## src/rtl/add_seq_pkg.sv

```systemverilog
// Shared definitions for the multi-precision add/subtract sequencer.
package add_seq_pkg;

    typedef enum logic [1:0] {
        IDLE = 2'd0,
        RUN  = 2'd1,
        DONE = 2'd2
    } state_t;

    localparam logic OP_ADD = 1'b0;
    localparam logic OP_SUB = 1'b1;

endpackage

```

## src/rtl/add8.sv

```systemverilog
// Byte-wide ripple adder shared by the sequencer.
module add8 (
    input  logic [7:0] a,
    input  logic [7:0] b,
    input  logic       ci,
    output logic       co,
    output logic [7:0] s
);

    // Single 8-bit ripple: the only combinational arithmetic per cycle.
    assign {co, s} = 9'(a) + 9'(b) + 9'(ci);

endmodule

```

## src/rtl/add_seq_ctrl.sv

```systemverilog
// Multi-precision add/subtract sequencer: one byte pair per cycle through a
// single add8, least-significant byte first, carry registered between bytes.
//
// state | meaning
// IDLE  | waiting for start; operands latched on start
// RUN   | one byte per edge through add8, result written progressively
// DONE  | one-cycle done pulse, then back to IDLE
module add_seq_ctrl
    import add_seq_pkg::*;
#(
    parameter int NBYTES = 4
) (
    input  logic                  clk,
    input  logic                  rst,
    input  logic                  start,
    input  logic                  op,
    input  logic [8*NBYTES-1:0]   a,
    input  logic [8*NBYTES-1:0]   b,
    input  logic                  ci,
    output logic                  busy,
    output logic                  done,
    output logic [8*NBYTES-1:0]   s,
    output logic                  co
);

    localparam int              IW   = $clog2(NBYTES);
    localparam logic [IW-1:0]   LAST = IW'(NBYTES - 1);

    state_t                 state_q, state_d;
    logic [IW-1:0]          idx_q, idx_d;
    logic [8*NBYTES-1:0]    a_q, a_d;
    logic [8*NBYTES-1:0]    b_q, b_d;
    logic [8*NBYTES-1:0]    s_q, s_d;
    logic                   op_q, op_d;
    logic                   cy_q, cy_d;
    logic                   co_q, co_d;

    logic [7:0]             a_byte, b_byte, b_byte_eff, add_s;
    logic                   add_co;

    assign a_byte     = a_q[{idx_q, 3'b000} +: 8];
    assign b_byte     = b_q[{idx_q, 3'b000} +: 8];
    // Subtraction is a + ~b + 1; the +1 comes from the preset carry.
    assign b_byte_eff = (op_q == OP_SUB) ? ~b_byte : b_byte;

    add8 u_add8 (
        .a  (a_byte),
        .b  (b_byte_eff),
        .ci (cy_q),
        .co (add_co),
        .s  (add_s)
    );

    // Next-state logic: operand capture, byte stepping and result write-back.
    always_comb begin
        state_d = state_q;
        idx_d   = idx_q;
        a_d     = a_q;
        b_d     = b_q;
        s_d     = s_q;
        op_d    = op_q;
        cy_d    = cy_q;
        co_d    = co_q;
        case (state_q)
            IDLE: begin
                if (start) begin
                    a_d     = a;
                    b_d     = b;
                    op_d    = op;
                    cy_d    = (op == OP_SUB) ? 1'b1 : ci;
                    idx_d   = '0;
                    state_d = RUN;
                end
            end
            RUN: begin
                s_d[{idx_q, 3'b000} +: 8] = add_s;
                cy_d = add_co;
                if (idx_q == LAST) begin
                    // Final carry published with the last byte so it is valid with done.
                    co_d    = add_co;
                    state_d = DONE;
                end else begin
                    idx_d = idx_q + 1'b1;
                end
            end
            DONE: begin
                state_d = IDLE;
            end
            default: begin
                state_d = IDLE;
            end
        endcase
    end

    // State and datapath registers; reset aborts any operation in flight.
    always_ff @(posedge clk or posedge rst) begin
        if (rst) begin
            state_q <= IDLE;
            idx_q   <= '0;
            a_q     <= '0;
            b_q     <= '0;
            s_q     <= '0;
            op_q    <= 1'b0;
            cy_q    <= 1'b0;
            co_q    <= 1'b0;
        end else begin
            state_q <= state_d;
            idx_q   <= idx_d;
            a_q     <= a_d;
            b_q     <= b_d;
            s_q     <= s_d;
            op_q    <= op_d;
            cy_q    <= cy_d;
            co_q    <= co_d;
        end
    end

    assign busy = (state_q == RUN);
    assign done = (state_q == DONE);
    assign s    = s_q;
    assign co   = co_q;

endmodule

```

## config.mk

```make
export PLATFORM = sky130hd
export DESIGN_NAME = add_seq_ctrl
export DESIGN_NICKNAME = d
export VERILOG_FILES = /design/src/rtl/add_seq_pkg.sv /design/src/rtl/add8.sv /design/src/rtl/add_seq_ctrl.sv
export SDC_FILE = /design/constraint.sdc
export NUM_CORES = 1
export LEC_CHECK = 0
export BUFFER_PORTS_ARGS = -buffer_cell sky130_fd_sc_hd__clkbuf_2
export CAP_MARGIN = 20
export CORE_MARGIN = 1.5
export CORE_UTILIZATION = 59
export DETAILED_ROUTE_END_ITERATION = 8
export GPL_ROUTABILITY_DRIVEN = 0
export GPL_TIMING_DRIVEN = 0
export PLACE_DENSITY = 0.83
export SLEW_MARGIN = 20
export SYNTH_ARGS = -nofsm -noshare
export SYNTH_HDL_FRONTEND = slang
export SYNTH_SLANG_ARGS = --single-unit
```

## constraint.sdc

```tcl
create_clock -name clk -period 6.5 [get_ports clk]
set_input_delay 0.975 -clock clk [delete_from_list [all_inputs] [get_ports clk]]
set_output_delay 0.975 -clock clk [all_outputs]
set_load 0.01 [all_outputs]
```

==> results.toml <==
[sta]
slew_headroom = 0.569
fin_skew_ns = 0.0119
rsz0062_at_grt = "no"
fin_tns_setup_ns = 0
fmaxAchievable_mhz = 277
period_share = 0.554
period_minus_slack_ns = 3.60
worst_pin_slew_ns = 0.646
finalHoldViolations = 0
slew_violations = 0
setup_viol = 0

[layout]
n_fill_cell = 585
final_nets = 559
drive_above_1_share = 0.460
syn_to_final_growth_pct = 18.0
n_antenna_cell = 0
regArea_sq_um = 2580
multi_input_comb_area_sq_um = 2100

[synthesis]
synth_edf_count = 0
yosys_warnings = 0
ys_seq_area_frac = 0.536
synth_common_cells = "dfrtp_1 (103), mux2_2 (65), nand2_1 (38)"
yosysUniqueCellTypes = 40
synthFlopType = "dfrtp_1"
synth_area_per_cell_sq_um = 13.3
synth_seq_cells = 103
syn_nets = 444
yosysTopAreaCell = "dfrtp_1"
netlist_area_sq_um = 4810
synthTopCellsByArea = "dfrtp_1 (54%), mux2_2 (15%), mux4_2 (7.5%)"
async_flop_share = 1.00
syn_inst = 360
synth.most_common_cell = "dfrtp_1"
synth.top_cell.area_share = 0.536

[critical_path]
critical_path.max_fanout = 10
cp.arrival_ns = 3.88
worstSetupEndpointType = "flip-flop"
startpoint_type = "flip-flop"
critPathRequiredTime_ns = 6.78
critPathKind = "flip-flop to flip-flop"

[clock_tree]
cts_buffers = 9
cts_num_sinks = 103
clockBufferDepth = 2
cts_setup_buffers = 0
clock_tree.root_cell = "clkbuf_8"
postCtsHoldBufs = 0
cts_resized = 0
insertion_delay_ns = 0.37
clk_pin_slew_ns = 0.11
cts_tree = "built"
h-tree-depth = 3

[job]
maxCapViolations = 0

[global_route]
grt_use_total = 0.277
grt_pass1_vias = 3674
grt_pass1_wl_mm = 18.3
overflow = 0
antenna_found_initial = 0
grt_max_degree = 59

[die]
initial_utilization = 0.616
die_w_microns = 93.3
core_sq_um = 7810
die_h_microns = 93.3
num_rows = 32
fp.dieArea_sq_um = 8700
ios = 104

[power]
leakage_uw = 0.00269
power.total_uw = 3550
power.density_nw_per_um2 = 625
peakVddDrop_mv = 0.323

[routing]
dr.pass1.iters = 4
vias_per_cell = 5.83
wl_mm = 10.9
drc = 0
first_iter_violations = 168
vias = 3394
ant_nets = 0
wl_per_cell_microns = 18.7

[min_path]
hold_class = "flip-flop to flip-flop"

[run_status]
status = "finished, final reports clean"

[place]
dpl.hpwl_mm = 7.90
port_buffers = 103
## critical path, stage by stage, from the launching register on
cell      delay, ns
dfrtp_1        0.45
clkbuf_1       0.41
buf_2          0.36
mux4_2         0.35
xnor2_1        0.16
fa_1           0.44
fa_1           0.42
nor2b_1        0.17
o211ai_1       0.16
o211a_1        0.31
o31ai_1        0.26
## kinds of logic (layout without fill, tap and decap cells)
| kind of cell | after synthesis | count (layout) | synth area share |
|---|---|---|---|
| flip-flops | 103 | 103 | 0.536 |
| multiplexers | 82 | 82 | 0.229 |
| AND/OR/NAND/NOR | 63 | 63 | 0.0651 |
| AO/OA/AOI/OAI | 59 | 59 | 0.0838 |
| buffers and inverters | 29 | 149 | 0.0268 |
| adder cells (fa/ha/maj) | 15 | 15 | 0.0422 |
| XOR/XNOR | 9 | 9 | 0.0164 |
## metrics by stage
step	hold slack, ns	area (sq um)	worst slack (ns)	utilization	cells
6_report	0.490	5670	2.90	0.727	582
3_3_place_gp	0.460	5450	1.84	0.698	565
2_1_floorplan	0.475	4810	2.82	-	360
4_1_cts	0.494	5670	2.89	0.727	582
3_5_place_dp	0.469	5480	2.91	0.702	566
5_1_grt	0.516	5670	2.67	0.727	582
## final timing paths
check	from	to	slack, ns	cells after the start
max	idx_q[1]$_DFFE_PP0P_	s[30]$_DFFE_PP0P_	2.90	10
min	s[28]$_DFFE_PP0P_	s[28]$_DFFE_PP0P_	0.49	2
max reg2reg	idx_q[1]$_DFFE_PP0P_	s[30]$_DFFE_PP0P_	2.90	10
min reg2reg	s[28]$_DFFE_PP0P_	s[28]$_DFFE_PP0P_	0.49	2
max in group asynchronous	rst	b_q[12]$_DFFE_PP0P_	5.27	3
min in group asynchronous	rst	a_q[7]$_DFFE_PP0P_	0.61	2
## cell usage in the layout, fill, tap and decap left out, types with 4 or more instances in the layout
cell type / count
nand2_1: 38
mux4_2: 16
mux2_2: 65
dfrtp_1: 103
ha_1: 13
buf_2: 9
a21oi_1: 5
o21ai_0: 12
xor2_1: 8
inv_1: 12
o31ai_1: 22
clkbuf_2: 106
o21a_1: 4
clkbuf_8: 10
nor2_1: 4
## registers in the layout (all words and copies together) (netlist names)
| signal | flops |
|---|---|
| b_q | 32 |
| co | 1 |
| s | 32 |
| idx_q | 2 |
| state_q | 2 |
| a_q | 32 |
| cy_q | 1 |
| op_q | 1 |
## where the power goes
part	total (uW)	leakage, uW	switching (uW)	internal (uW)
Sequential	1080	0.00127	161	923
Combinational	2080	0.00133	1180	895
Clock	388	0.0000886	232	156
## layer usage
| metal | track usage | vias up | wire [microns] |
|---|---|---|---|
| met4 | 0.0707 | 0 | 144 |
| met3 | 0.0667 | 16 | 567 |
| met1 | 0.355 | 1732 | 4620 |
| li1 | - | 1538 | - |
| met5 | 0 | - | 0 |
| met2 | 0.472 | 108 | 5520 |
## area by class of cell
| class | instances | area share |
|---|---|---|
| clock buffers | 10 | 0.0243 |
| repair buffers | 104 | 0.0957 |
| plain buffers | 15 | 0.0126 |
| inverters | 14 | 0.0110 |
| clock inverters | 6 | 0.00948 |
| flip-flops and latches | 103 | 0.454 |
| well taps | 102 | 0.0225 |
| multi-input cells | 228 | 0.370 |
Note: power is estimated with default switching activity, not from simulation.
